$ cat src/rtl/uart_pkg.sv
// ---------------------------------------------------------------------------
// uart_pkg
// Shared types and constants for the memory-mapped UART transmitter.
//   uart_tx_state_e : transmitter FSM states
//   UART_*_OFS      : register byte offsets on the data-memory bus
//   ST_*            : bit positions inside the STATUS word
// ---------------------------------------------------------------------------
package uart_pkg;

    typedef enum logic [1:0] {
        IDLE  = 2'd0,
        START = 2'd1,
        DATA  = 2'd2,
        STOP  = 2'd3
    } uart_tx_state_e;

    localparam logic [3:0] UART_DATA_OFS   = 4'h0;
    localparam logic [3:0] UART_STATUS_OFS = 4'h4;

    localparam int ST_BUSY  = 0;
    localparam int ST_FULL  = 1;
    localparam int ST_EMPTY = 2;
    localparam int ST_OVF   = 3;

endpackage

$ cat src/rtl/module_uart_fifo.sv
// ---------------------------------------------------------------------------
// module_uart_fifo
// Small synchronous FIFO used as the UART transmit buffer.
// Ports:
//   clk_i   : clock, rising edge
//   rst_ni  : asynchronous active-low reset (empties the FIFO)
//   i_push  : write i_data (ignored when full)
//   i_pop   : discard the head entry (ignored when empty)
//   i_data  : write data
//   o_data  : head entry, valid while o_empty is low (look-ahead read)
//   o_full  : all DEPTH entries occupied
//   o_empty : no entries
// DEPTH must be a power of two, at least 2, so the pointers wrap naturally.
// ---------------------------------------------------------------------------
module module_uart_fifo #(
    parameter int DEPTH = 4,
    parameter int WIDTH = 8
) (
    input  logic             clk_i,
    input  logic             rst_ni,
    input  logic             i_push,
    input  logic             i_pop,
    input  logic [WIDTH-1:0] i_data,
    output logic [WIDTH-1:0] o_data,
    output logic             o_full,
    output logic             o_empty
);

    localparam int          PW      = $clog2(DEPTH);
    localparam logic [PW:0] DEPTH_C = (PW + 1)'(DEPTH);

    logic [WIDTH-1:0] r_mem [DEPTH];
    logic [PW-1:0]    r_wr_ptr;
    logic [PW-1:0]    r_rd_ptr;
    // One bit wider than the pointers so full and empty are distinguishable.
    logic [PW:0]      r_count;

    logic w_push_ok;
    logic w_pop_ok;

    assign o_full    = (r_count == DEPTH_C);
    assign o_empty   = (r_count == '0);
    assign w_push_ok = i_push & ~o_full;
    assign w_pop_ok  = i_pop & ~o_empty;

    // The transmitter loads its shift register in the same cycle it pops,
    // so the head entry is presented combinationally.
    assign o_data = r_mem[r_rd_ptr];

    always_ff @(posedge clk_i) begin
        if (w_push_ok) begin
            r_mem[r_wr_ptr] <= i_data;
        end
    end

    always_ff @(posedge clk_i or negedge rst_ni) begin
        if (!rst_ni) begin
            r_wr_ptr <= '0;
            r_rd_ptr <= '0;
            r_count  <= '0;
        end else begin
            if (w_push_ok) begin
                r_wr_ptr <= r_wr_ptr + PW'(1);
            end
            if (w_pop_ok) begin
                r_rd_ptr <= r_rd_ptr + PW'(1);
            end
            case ({w_push_ok, w_pop_ok})
                2'b10:   r_count <= r_count + (PW + 1)'(1);
                2'b01:   r_count <= r_count - (PW + 1)'(1);
                default: r_count <= r_count;
            endcase
        end
    end

endmodule

$ cat src/rtl/module_uart_tx.sv
// ---------------------------------------------------------------------------
// module_uart_tx
// Memory-mapped 8N1 UART transmitter for the single-cycle RISC-V core.
// Software writes bytes to DATA (offset 0x0); they are queued and shifted out
// LSB first on tx_o. STATUS (offset 0x4) reads {28'b0, ovf, empty, full, busy};
// writing STATUS with bit 3 set clears the sticky overflow flag.
//
// Build option: define UART_TX_FIFO_EN to buffer FIFO_DEPTH bytes in
// module_uart_fifo. Without it a single holding register is used
// (full == !empty) and FIFO_DEPTH has no effect.
//
// Ports:
//   clk_i  : clock, rising edge
//   rst_ni : asynchronous active-low reset
//   sel_i  : chip select from the address decoder
//   we_i   : write enable (qualified by sel_i)
//   addr_i : byte offset within the peripheral
//   wd_i   : write data
//   rd_o   : read data, combinational from addr_i and registered state
//   tx_o   : serial output, idles high
// ---------------------------------------------------------------------------
module module_uart_tx
    import uart_pkg::*;
#(
    parameter int CLKS_PER_BIT = 868,
    parameter int FIFO_DEPTH   = 4
) (
    input  logic        clk_i,
    input  logic        rst_ni,
    input  logic        sel_i,
    input  logic        we_i,
    input  logic [3:0]  addr_i,
    input  logic [31:0] wd_i,
    output logic [31:0] rd_o,
    output logic        tx_o
);

    localparam int            CW        = $clog2(CLKS_PER_BIT);
    localparam logic [CW-1:0] BAUD_LAST = CW'(CLKS_PER_BIT - 1);

    uart_tx_state_e r_state;
    logic [CW-1:0]  r_baud;
    logic [2:0]     r_bit;
    logic [7:0]     r_shift;
    logic           r_tx;
    logic           r_ovf;

    logic       w_wr_data;
    logic       w_wr_status;
    logic       w_push;
    logic       w_pop;
    logic       w_full;
    logic       w_empty;
    logic       w_baud_done;
    logic [7:0] w_head;
    logic       w_unused;

    // Only the low byte of a DATA write is transmitted.
    assign w_unused = ^wd_i[31:8];

    assign w_wr_data   = sel_i & we_i & (addr_i == UART_DATA_OFS);
    assign w_wr_status = sel_i & we_i & (addr_i == UART_STATUS_OFS);
    assign w_push      = w_wr_data;
    assign w_baud_done = (r_baud == BAUD_LAST);

    // A byte leaves the buffer when the line is idle, or at the last cycle
    // of a stop bit so the next start bit follows without a gap.
    assign w_pop = ~w_empty & ((r_state == IDLE) | ((r_state == STOP) & w_baud_done));

`ifdef UART_TX_FIFO_EN
    module_uart_fifo #(
        .DEPTH (FIFO_DEPTH),
        .WIDTH (8)
    ) u_fifo (
        .clk_i   (clk_i),
        .rst_ni  (rst_ni),
        .i_push  (w_push),
        .i_pop   (w_pop),
        .i_data  (wd_i[7:0]),
        .o_data  (w_head),
        .o_full  (w_full),
        .o_empty (w_empty)
    );
`else
    localparam int unused_fifo_depth = FIFO_DEPTH;

    logic [7:0] r_hold;
    logic       r_hold_valid;

    assign w_head  = r_hold;
    assign w_full  = r_hold_valid;
    assign w_empty = ~r_hold_valid;

    // A pop needs an occupied register and a push needs an empty one, so the
    // two can never coincide; a push during a pop is dropped as overflow.
    always_ff @(posedge clk_i or negedge rst_ni) begin
        if (!rst_ni) begin
            r_hold       <= '0;
            r_hold_valid <= 1'b0;
        end else if (w_pop) begin
            r_hold_valid <= 1'b0;
        end else if (w_push && !r_hold_valid) begin
            r_hold       <= wd_i[7:0];
            r_hold_valid <= 1'b1;
        end
    end
`endif

    // Sticky overflow: set on a DATA write while the registered full flag is
    // high, cleared only by software.
    always_ff @(posedge clk_i or negedge rst_ni) begin
        if (!rst_ni) begin
            r_ovf <= 1'b0;
        end else if (w_wr_data && w_full) begin
            r_ovf <= 1'b1;
        end else if (w_wr_status && wd_i[ST_OVF]) begin
            r_ovf <= 1'b0;
        end
    end

    // Transmit FSM. tx_o is registered and updated together with the state,
    // so each bit starts on the same edge the state/bit index changes.
    always_ff @(posedge clk_i or negedge rst_ni) begin
        if (!rst_ni) begin
            r_state <= IDLE;
            r_baud  <= '0;
            r_bit   <= '0;
            r_shift <= '0;
            r_tx    <= 1'b1;
        end else begin
            case (r_state)
                IDLE: begin
                    r_baud <= '0;
                    r_bit  <= '0;
                    if (w_pop) begin
                        r_shift <= w_head;
                        r_tx    <= 1'b0;
                        r_state <= START;
                    end else begin
                        r_tx <= 1'b1;
                    end
                end
                START: begin
                    if (w_baud_done) begin
                        r_baud  <= '0;
                        r_tx    <= r_shift[0];
                        r_state <= DATA;
                    end else begin
                        r_baud <= r_baud + CW'(1);
                    end
                end
                DATA: begin
                    if (w_baud_done) begin
                        r_baud  <= '0;
                        // Shift right so bit 0 of r_shift is always the bit on the line.
                        r_shift <= {1'b0, r_shift[7:1]};
                        if (r_bit == 3'd7) begin
                            r_bit   <= '0;
                            r_tx    <= 1'b1;
                            r_state <= STOP;
                        end else begin
                            r_bit <= r_bit + 3'd1;
                            r_tx  <= r_shift[1];
                        end
                    end else begin
                        r_baud <= r_baud + CW'(1);
                    end
                end
                STOP: begin
                    if (w_baud_done) begin
                        r_baud <= '0;
                        if (w_pop) begin
                            r_shift <= w_head;
                            r_tx    <= 1'b0;
                            r_state <= START;
                        end else begin
                            r_tx    <= 1'b1;
                            r_state <= IDLE;
                        end
                    end else begin
                        r_baud <= r_baud + CW'(1);
                    end
                end
                default: begin
                    r_baud  <= '0;
                    r_bit   <= '0;
                    r_tx    <= 1'b1;
                    r_state <= IDLE;
                end
            endcase
        end
    end

    assign tx_o = r_tx;

    always_comb begin
        rd_o = '0;
        if (addr_i == UART_STATUS_OFS) begin
            rd_o[ST_OVF]   = r_ovf;
            rd_o[ST_EMPTY] = w_empty;
            rd_o[ST_FULL]  = w_full;
            rd_o[ST_BUSY]  = (r_state != IDLE);
        end
    end

endmodule
$ cat config.mk
export PLATFORM = sky130hd
export DESIGN_NAME = module_uart_tx
export DESIGN_NICKNAME = d
export VERILOG_FILES = /design/src/rtl/uart_pkg.sv /design/src/rtl/module_uart_fifo.sv /design/src/rtl/module_uart_tx.sv
export SDC_FILE = /design/constraint.sdc
export NUM_CORES = 1
export LEC_CHECK = 0
export ABC_AREA = 0
export ABC_CLOCK_PERIOD_IN_PS = 5300
export BUFFER_PORTS_ARGS = -buffer_cell sky130_fd_sc_hd__buf_2
export CORE_ASPECT_RATIO = 0.9
export CORE_MARGIN = 4
export CORE_UTILIZATION = 54
export CTS_CLUSTER_DIAMETER = 50
export DETAILED_ROUTE_END_ITERATION = 16
export PLACE_DENSITY = 0.83
export SYNTH_ARGS = -nofsm -noshare
export SYNTH_HDL_FRONTEND = slang
export SYNTH_SLANG_ARGS = --single-unit
$ cat constraint.sdc
create_clock -name clk_i -period 5.3 [get_ports clk_i]
set_input_delay 1.06 -clock clk_i [delete_from_list [all_inputs] [get_ports clk_i]]
set_output_delay 1.06 -clock clk_i [all_outputs]
set_load 0.02 [all_outputs]
==> results.tsv, run 1 <==
metric	value	unit
CP endpoint kind	primary output	
fin worst setup slack	2.38	ns
Async S/R FF share, synth	100	%
prevailing post-synth register cell	dfrtp_1	
post-synth top area cell	dfrtp_1	
WS Path Type	in -> out	
Slew headroom	51.3	%
met2 Usage GRT	26.9	%
hold_buf cts	0	
share of cells above drive strength 1	26.6	%
Worst R2R End	r_shift[3]$_DFFE_PN0P_	
FF-to-FF path depth	6	
post-CTS setup buffers	0	
Ant. Diodes	0	
cells after synthesis	185	
Combinational Power Share	36.4	%
Startpoint Class	input port	
Hold WC Path Type	reg -> reg	
Clk pwr share	21.6	%
clk buf depth	2	
XOR/XNOR share of the synthesized area	3.39	%
io pins	73	
synthesized cell area	2070	um2
sw frac	35.0	%
final hold violation count	0	
power density cells	390	nW/um2
Die Height	66.7	um
CTS tree	yes	
placed insts	241	
Post-CTS Resized	0	
insertion delay to the later sink of the worst-skew pair	0.29	ns
cell internal pwr	0.539	mW
Max FO, Critical Path	4	
Compound-Gate Fraction of Synth Area	6.66	%
Initial Util	55.8	%
worst vdd ir	0.283	mV
period utilization	55.0	%
final instance area	2130	um2
CTS clk-pin slew, worst paths	0.06	ns
Critical Path AT	1.86	ns
mean post-synth cell area	11.2	um2
synth unique cells	39	
worst path required time	4.24	ns
critical path's slowest cell	nor3_2	
CTS buffer count	5	
worst reg2reg setup slack	2.77	ns
antenna-violating nets left	0	
Least-Margin Pin Slew	0.730	ns
CP endpoint	rd_o[0]	
P_sw	0.291	mW
Place WS	2.37	ns
CP cell instances	buf_2, nor3_2, nand2_1, nor2_1, buf_2	
met3 Use GR	5.88	%
I/O Buffers	20	
Clock Sink Count	34	
Max Cap Viol	0	
fin cells	249	
Yosys top cell area share	40.0	%
drt pass-1 iters	4	
EDFF count, synth	0	
initial antenna violation count	0	
post-synthesis adder-cell area fraction	4.85	%
simple-gate share of the synthesized area	11.9	%
Routed wire per std cell	14.2	um
largest family of logic cells by synthesized area	multiplexers	
clock skew	0.00578	ns
largest net degree at the start of global routing	35	
Crit. path cell count	5	
Syn. warnings	0	
Fin Hold WS	0.504	ns
Area growth, synth to finish	3.03	%
crit-path leading delay family	simple AND/OR/NAND/NOR gates	
Pwr Total	0.830	mW
Reg power frac	41.9	%
H-tree depth	2	
DR DRC count	0	
final number of max-transition violations	0	
reg2reg start	r_state[0]$_DFFE_PN0P_	
total number of vias	1280	
Setup violations, final	0	
top post-synthesis cells by area	dfrtp_1 (40%), mux2_4 (12%), buf_4 (10%)	
clock tree root buffer cell	clkbuf_8	
std cell rows	21	
dpl hpwl	2.53	mm
FMAX	343	MHz
GRT busiest layer	met2	
GPL Wtd Cong	0.831	
outcome	completed	
critical path launch point	addr_i[1]	
initial drt markers	47	
end-of-flow core utilization	57.4	%
met1 Use GR	17.4	%
vias in the first global route	1256	
final wirelength	3.54	mm
post-synthesis mux area share	17.4	%
fin nets	250	
RSZ-0062 raised after global routing	no	
Avg Vias per Cell	5.14	
CP peak stage delay	0.29	ns
Pleak	1.07	nW
Period minus WS final	2.92	ns
Setup TNS	0	ns
Die X	73.2	um
grt ovf	0	
CP most frequent cell	buf_2	
DP Area	2050	um2
Core ar.	3700	um2
sequential fraction of the synthesis area	41.2	%
Worst Path Buf+Inv	2	
Yosys reg bits	34	
first-pass GRT wire length	5.74	mm
Die ar.	4880	um2
gr usage total	15.5	%
-- flip-flops by register name (all words and copies together) (netlist names) --
register      flops
r_baud           10
r_hold            8
r_shift           8
r_bit             3
r_state           2
r_hold_valid      1
r_ovf             1
tx_o              1
-- placed cells by master (no fill, tap or decap), types with 4 or more instances in the layout --
cell      synthesis  layout
mux2_2            8       8
buf_2             2      20
ha_1              8       8
o21ai_0           8       8
nor3_1            8       8
conb_1            1      28
nand3_1           4       4
mux2_4           16      16
inv_1             5       5
nor2_1            8       8
and3_1            4       4
nand2_1           9       9
dfrtp_1          33      33
clkbuf_8          0       5
xor2_1            6       6
-- cell type report --
| cell class | count | area, um2 |
|---|---|---|
| fillers | 321 | 1580 |
| multi-input cells | 136 | 1020 |
| flip-flops and latches | 34 | 852 |
| repair buffers | 20 | 100 |
| clock buffers | 8 | 80.1 |
| well taps | 46 | 57.6 |
| inverters | 5 | 18.8 |
-- routing by layer --
layer | wire, um | vias to the layer above | share of wire, %
li1 | - | 619 | -
met1 | 1490 | 630 | 42
met2 | 1840 | 27 | 52
met3 | 168 | 4 | 4.7
met4 | 36 | 0 | 1.0
met5 | 0 | - | 0
-- power by group through the flow --
stage	clock network [mW]	registers, mW	logic [mW]
detailed placement	0	0.352	0.301
floorplan	0	0.342	0.262
global route	0.197	0.354	0.335
CTS	0.186	0.348	0.305
finish	0.179	0.348	0.302
global placement	0	0.349	0.291
-- worst min path at each step --
| stage | from | to | slack, ns | cells after the start |
|---|---|---|---|---|
| 2_1_floorplan | r_baud[0]$_DFF_PN0_ | r_baud[0]$_DFF_PN0_ | 0.46 | 1 |
| 3_5_place_dp | r_shift[7]$_DFFE_PN0P_ | r_shift[7]$_DFFE_PN0P_ | 0.49 | 1 |
| 3_3_place_gp | r_baud[0]$_DFF_PN0_ | r_baud[0]$_DFF_PN0_ | 0.48 | 1 |
| 6_report | r_baud[0]$_DFF_PN0_ | r_baud[0]$_DFF_PN0_ | 0.50 | 1 |
| 4_1_cts | r_shift[7]$_DFFE_PN0P_ | r_shift[7]$_DFFE_PN0P_ | 0.51 | 1 |
| 5_1_grt | r_shift[7]$_DFFE_PN0P_ | r_shift[7]$_DFFE_PN0P_ | 0.52 | 1 |
-- Yosys cell counts (2+ instances only) --
cell,number
xnor2_1,2
nor3_1,8
mux2_2,8
o21ai_0,8
buf_2,2
nand4_1,3
clkbuf_1,3
nand3_1,4
a2bb2oi_1,2
ha_1,8
xor2_1,6
nand2_1,9
mux2_4,16
nor3_2,2
buf_4,28
inv_1,5
o211ai_1,2
mux2i_1,3
buf_6,4
and3_1,4
dfrtp_1,33
nor2_1,8
-- cell families after synthesis --
kind of cell,after synthesis
xor gates and xnor gates,8
and+or+nand+nor,45
other,1
buffers and inverters,42
muxes,27
DFF,34
AOI/OAI and AO/OA,20
adders and majority gates,8
Note: power is estimated with default switching activity, not from simulation.
==> run 2: changes to the inputs <==
--- a/config.mk
+++ b/config.mk
@@ -6,14 +6,14 @@
 export NUM_CORES = 1
 export LEC_CHECK = 0
 export ABC_AREA = 0
-export ABC_CLOCK_PERIOD_IN_PS = 5300
+export ABC_CLOCK_PERIOD_IN_PS = 3000
 export BUFFER_PORTS_ARGS = -buffer_cell sky130_fd_sc_hd__buf_2
 export CORE_ASPECT_RATIO = 0.9
 export CORE_MARGIN = 4
-export CORE_UTILIZATION = 54
+export CORE_UTILIZATION = 50
 export CTS_CLUSTER_DIAMETER = 50
 export DETAILED_ROUTE_END_ITERATION = 16
-export PLACE_DENSITY = 0.83
+export PLACE_DENSITY = 0.77
 export SYNTH_ARGS = -nofsm -noshare
 export SYNTH_HDL_FRONTEND = slang
 export SYNTH_SLANG_ARGS = --single-unit
==> constraint.sdc (replaced) <==
create_clock -name clk_i -period 3 [get_ports clk_i]
set_input_delay 0.6 -clock clk_i [delete_from_list [all_inputs] [get_ports clk_i]]
set_output_delay 0.6 -clock clk_i [all_outputs]
set_load 0.02 [all_outputs]
==> results.tsv, run 2 (synthesis results as in run 1) <==
metric	value	unit	change
worst vdd ir	0.341	mV	+21%
power density cells	691	nW/um2	+77%
Least-Margin Pin Slew	0.736	ns	+0.00569 ns
vias in the first global route	1259		+0.24%
Die ar.	5230	um2	+7.1%
Setup violations, final	0		unchanged
Pleak	1.09	nW	+1.8%
Die Height	69.0	um	+3.5%
max reg flops	10		unchanged
clock skew	0.00276	ns	-0.00302 ns
Worst Path Buf+Inv	1		-1
clk buf depth	2		unchanged
most common cell after layout, fill and taps aside	dfrtp_1		
Core ar.	3840	um2	+3.5%
Period minus WS final	2.24	ns	
DR DRC count	0		unchanged
Critical Path AT	2.40	ns	+0.54 ns
total number of vias	1252		-2.2%
CTS buffer count	5		unchanged
dpl hpwl	2.49	mm	-1.7%
CP peak stage delay	0.44	ns	+0.15 ns
largest registers	r_baud: 10 flops, r_hold: 8 flops, r_shift: 8 flops		
final instance area	2150	um2	+1.2%
final wirelength	3.37	mm	-4.7%
critical path's slowest cell	o21a_1		
drt pass-1 iters	4		unchanged
WS Path Type	reg -> reg		
outcome	completed		
grt ovf	0		unchanged
FF/Latch Area	852	um2	unchanged
Post-CTS Resized	0		unchanged
DP Area	2070	um2	+1.1%
CP cell instances	inv_1, ha_1, nor3_1, and3_1, o21a_1, mux2_4		
fill count	338		+5.3%
hold_buf cts	0		unchanged
I/O Buffers	20		unchanged
clock tree root buffer cell	clkbuf_8		
H-tree depth	2		unchanged
Worst R2R End	r_shift[3]$_DFFE_PN0P_		
final hold violation count	0		unchanged
period utilization	74.6	%	
Avg Vias per Cell	5.01		-2.6%
Max FO, Critical Path	8		+4
Die X	75.8	um	+3.5%
CTS tree	yes		
post-CTS setup buffers	0		unchanged
Area growth, synth to finish	4.24	%	
worst path required time	3.16	ns	-1.08 ns
io pins	73		unchanged
Slew headroom	50.9	%	-0.38 points
largest net degree at the start of global routing	35		unchanged
Ant. Diodes	0		unchanged
FF-to-FF path depth	6		unchanged
crit-path leading delay family	simple AND/OR/NAND/NOR gates		
Startpoint Class	flop		
std cell rows	21		unchanged
Place WS	0.751	ns	-1.62 ns
most frequent cells in the layout	dfrtp_1 (33), conb_1 (28), buf_2 (20)		
Fin Hold WS	0.378	ns	-0.126 ns
Initial Util	53.8	%	-1.9 points
fin worst setup slack	0.761	ns	-1.62 ns
gr usage total	14.4	%	-1.1 points
Setup TNS	0	ns	unchanged
Clock Sink Count	34		unchanged
RSZ-0062 raised after global routing	no		
Max Cap Viol	0		unchanged
CP endpoint kind	flop		
GPL Wtd Cong	0.800		-3.7%
CTS clk-pin slew, worst paths	0.07	ns	about the same
initial drt markers	38		-19%
fin nets	253		+1.2%
initial antenna violation count	0		unchanged
reg2reg start	r_state[0]$_DFFE_PN0P_		
most flop-heavy register	r_baud		
Hold WC Path Type	in -> async		
share of cells above drive strength 1	28.4	%	+1.8 points
first-pass GRT wire length	5.73	mm	-0.23%
insertion delay to the later sink of the worst-skew pair	0.28	ns	about the same
Routed wire per std cell	13.5	um	-5.0%
FMAX	447	MHz	
Multi-input gate area	1020	um2	unchanged
worst reg2reg setup slack	0.76	ns	-2.01 ns
final number of max-transition violations	0		unchanged
antenna-violating nets left	0		unchanged
run 2: area by class of cell:
| class | instances | area share (%) |
|---|---|---|
| Multi-Input combinational cell | 136 | 47.4 |
| Tap cell | 46 | 2.67 |
| Inverter | 5 | 0.872 |
| Sequential cell | 34 | 39.6 |
| Timing Repair Buffer | 23 | 5.69 |
| Clock buffer | 6 | 3.83 |
run 2: worst reg2reg max path, cell delays in order, from the launching register on:
cell,delay [ns]
dfrtp_1,0.38
inv_1,0.11
ha_1,0.22
nor3_1,0.41
and3_1,0.22
o21a_1,0.44
mux2_4,0.35
run 2: through the flow:
| step | util, % | cells | power (mW) |
|---|---|---|---|
| after global routing | 56.1 | 250 | 1.60 |
| final | 56.1 | 250 | 1.49 |
| after floorplan | - | 212 | 1.07 |
| after CTS | 56.1 | 250 | 1.50 |
| after global placement | 54.0 | 244 | 1.15 |
| after detailed placement | 54.0 | 244 | 1.17 |
run 2: routing by layer:
metal | up-vias | global-route usage, % | routed length (um)
li1 | 626 | - | -
met1 | 594 | 19.2 | 1600
met2 | 27 | 22.9 | 1580
met3 | 5 | 4.78 | 160
met4 | 0 | 3.28 | 33
met5 | - | 0 | 0
run 2: worst max path at each step:
stage,start,to,depth (start not counted)
6_report,r_state[0]$_DFFE_PN0P_,r_shift[3]$_DFFE_PN0P_,6
5_1_grt,r_state[0]$_DFFE_PN0P_,r_shift[7]$_DFFE_PN0P_,6
4_1_cts,r_state[0]$_DFFE_PN0P_,r_shift[3]$_DFFE_PN0P_,6
3_5_place_dp,r_state[0]$_DFFE_PN0P_,r_shift[5]$_DFFE_PN0P_,6
3_3_place_gp,r_state[1]$_DFFE_PN0P_,r_shift[3]$_DFFE_PN0P_,5
2_1_floorplan,r_state[0]$_DFFE_PN0P_,rd_o[0],5
run 2: power by group:
group          switching [mW]  internal [mW]  total (mW)  leakage, nW
clock network           0.151          0.177       0.328       0.0431
registers              0.0686          0.544       0.612        0.447
logic                   0.294          0.253       0.547        0.603
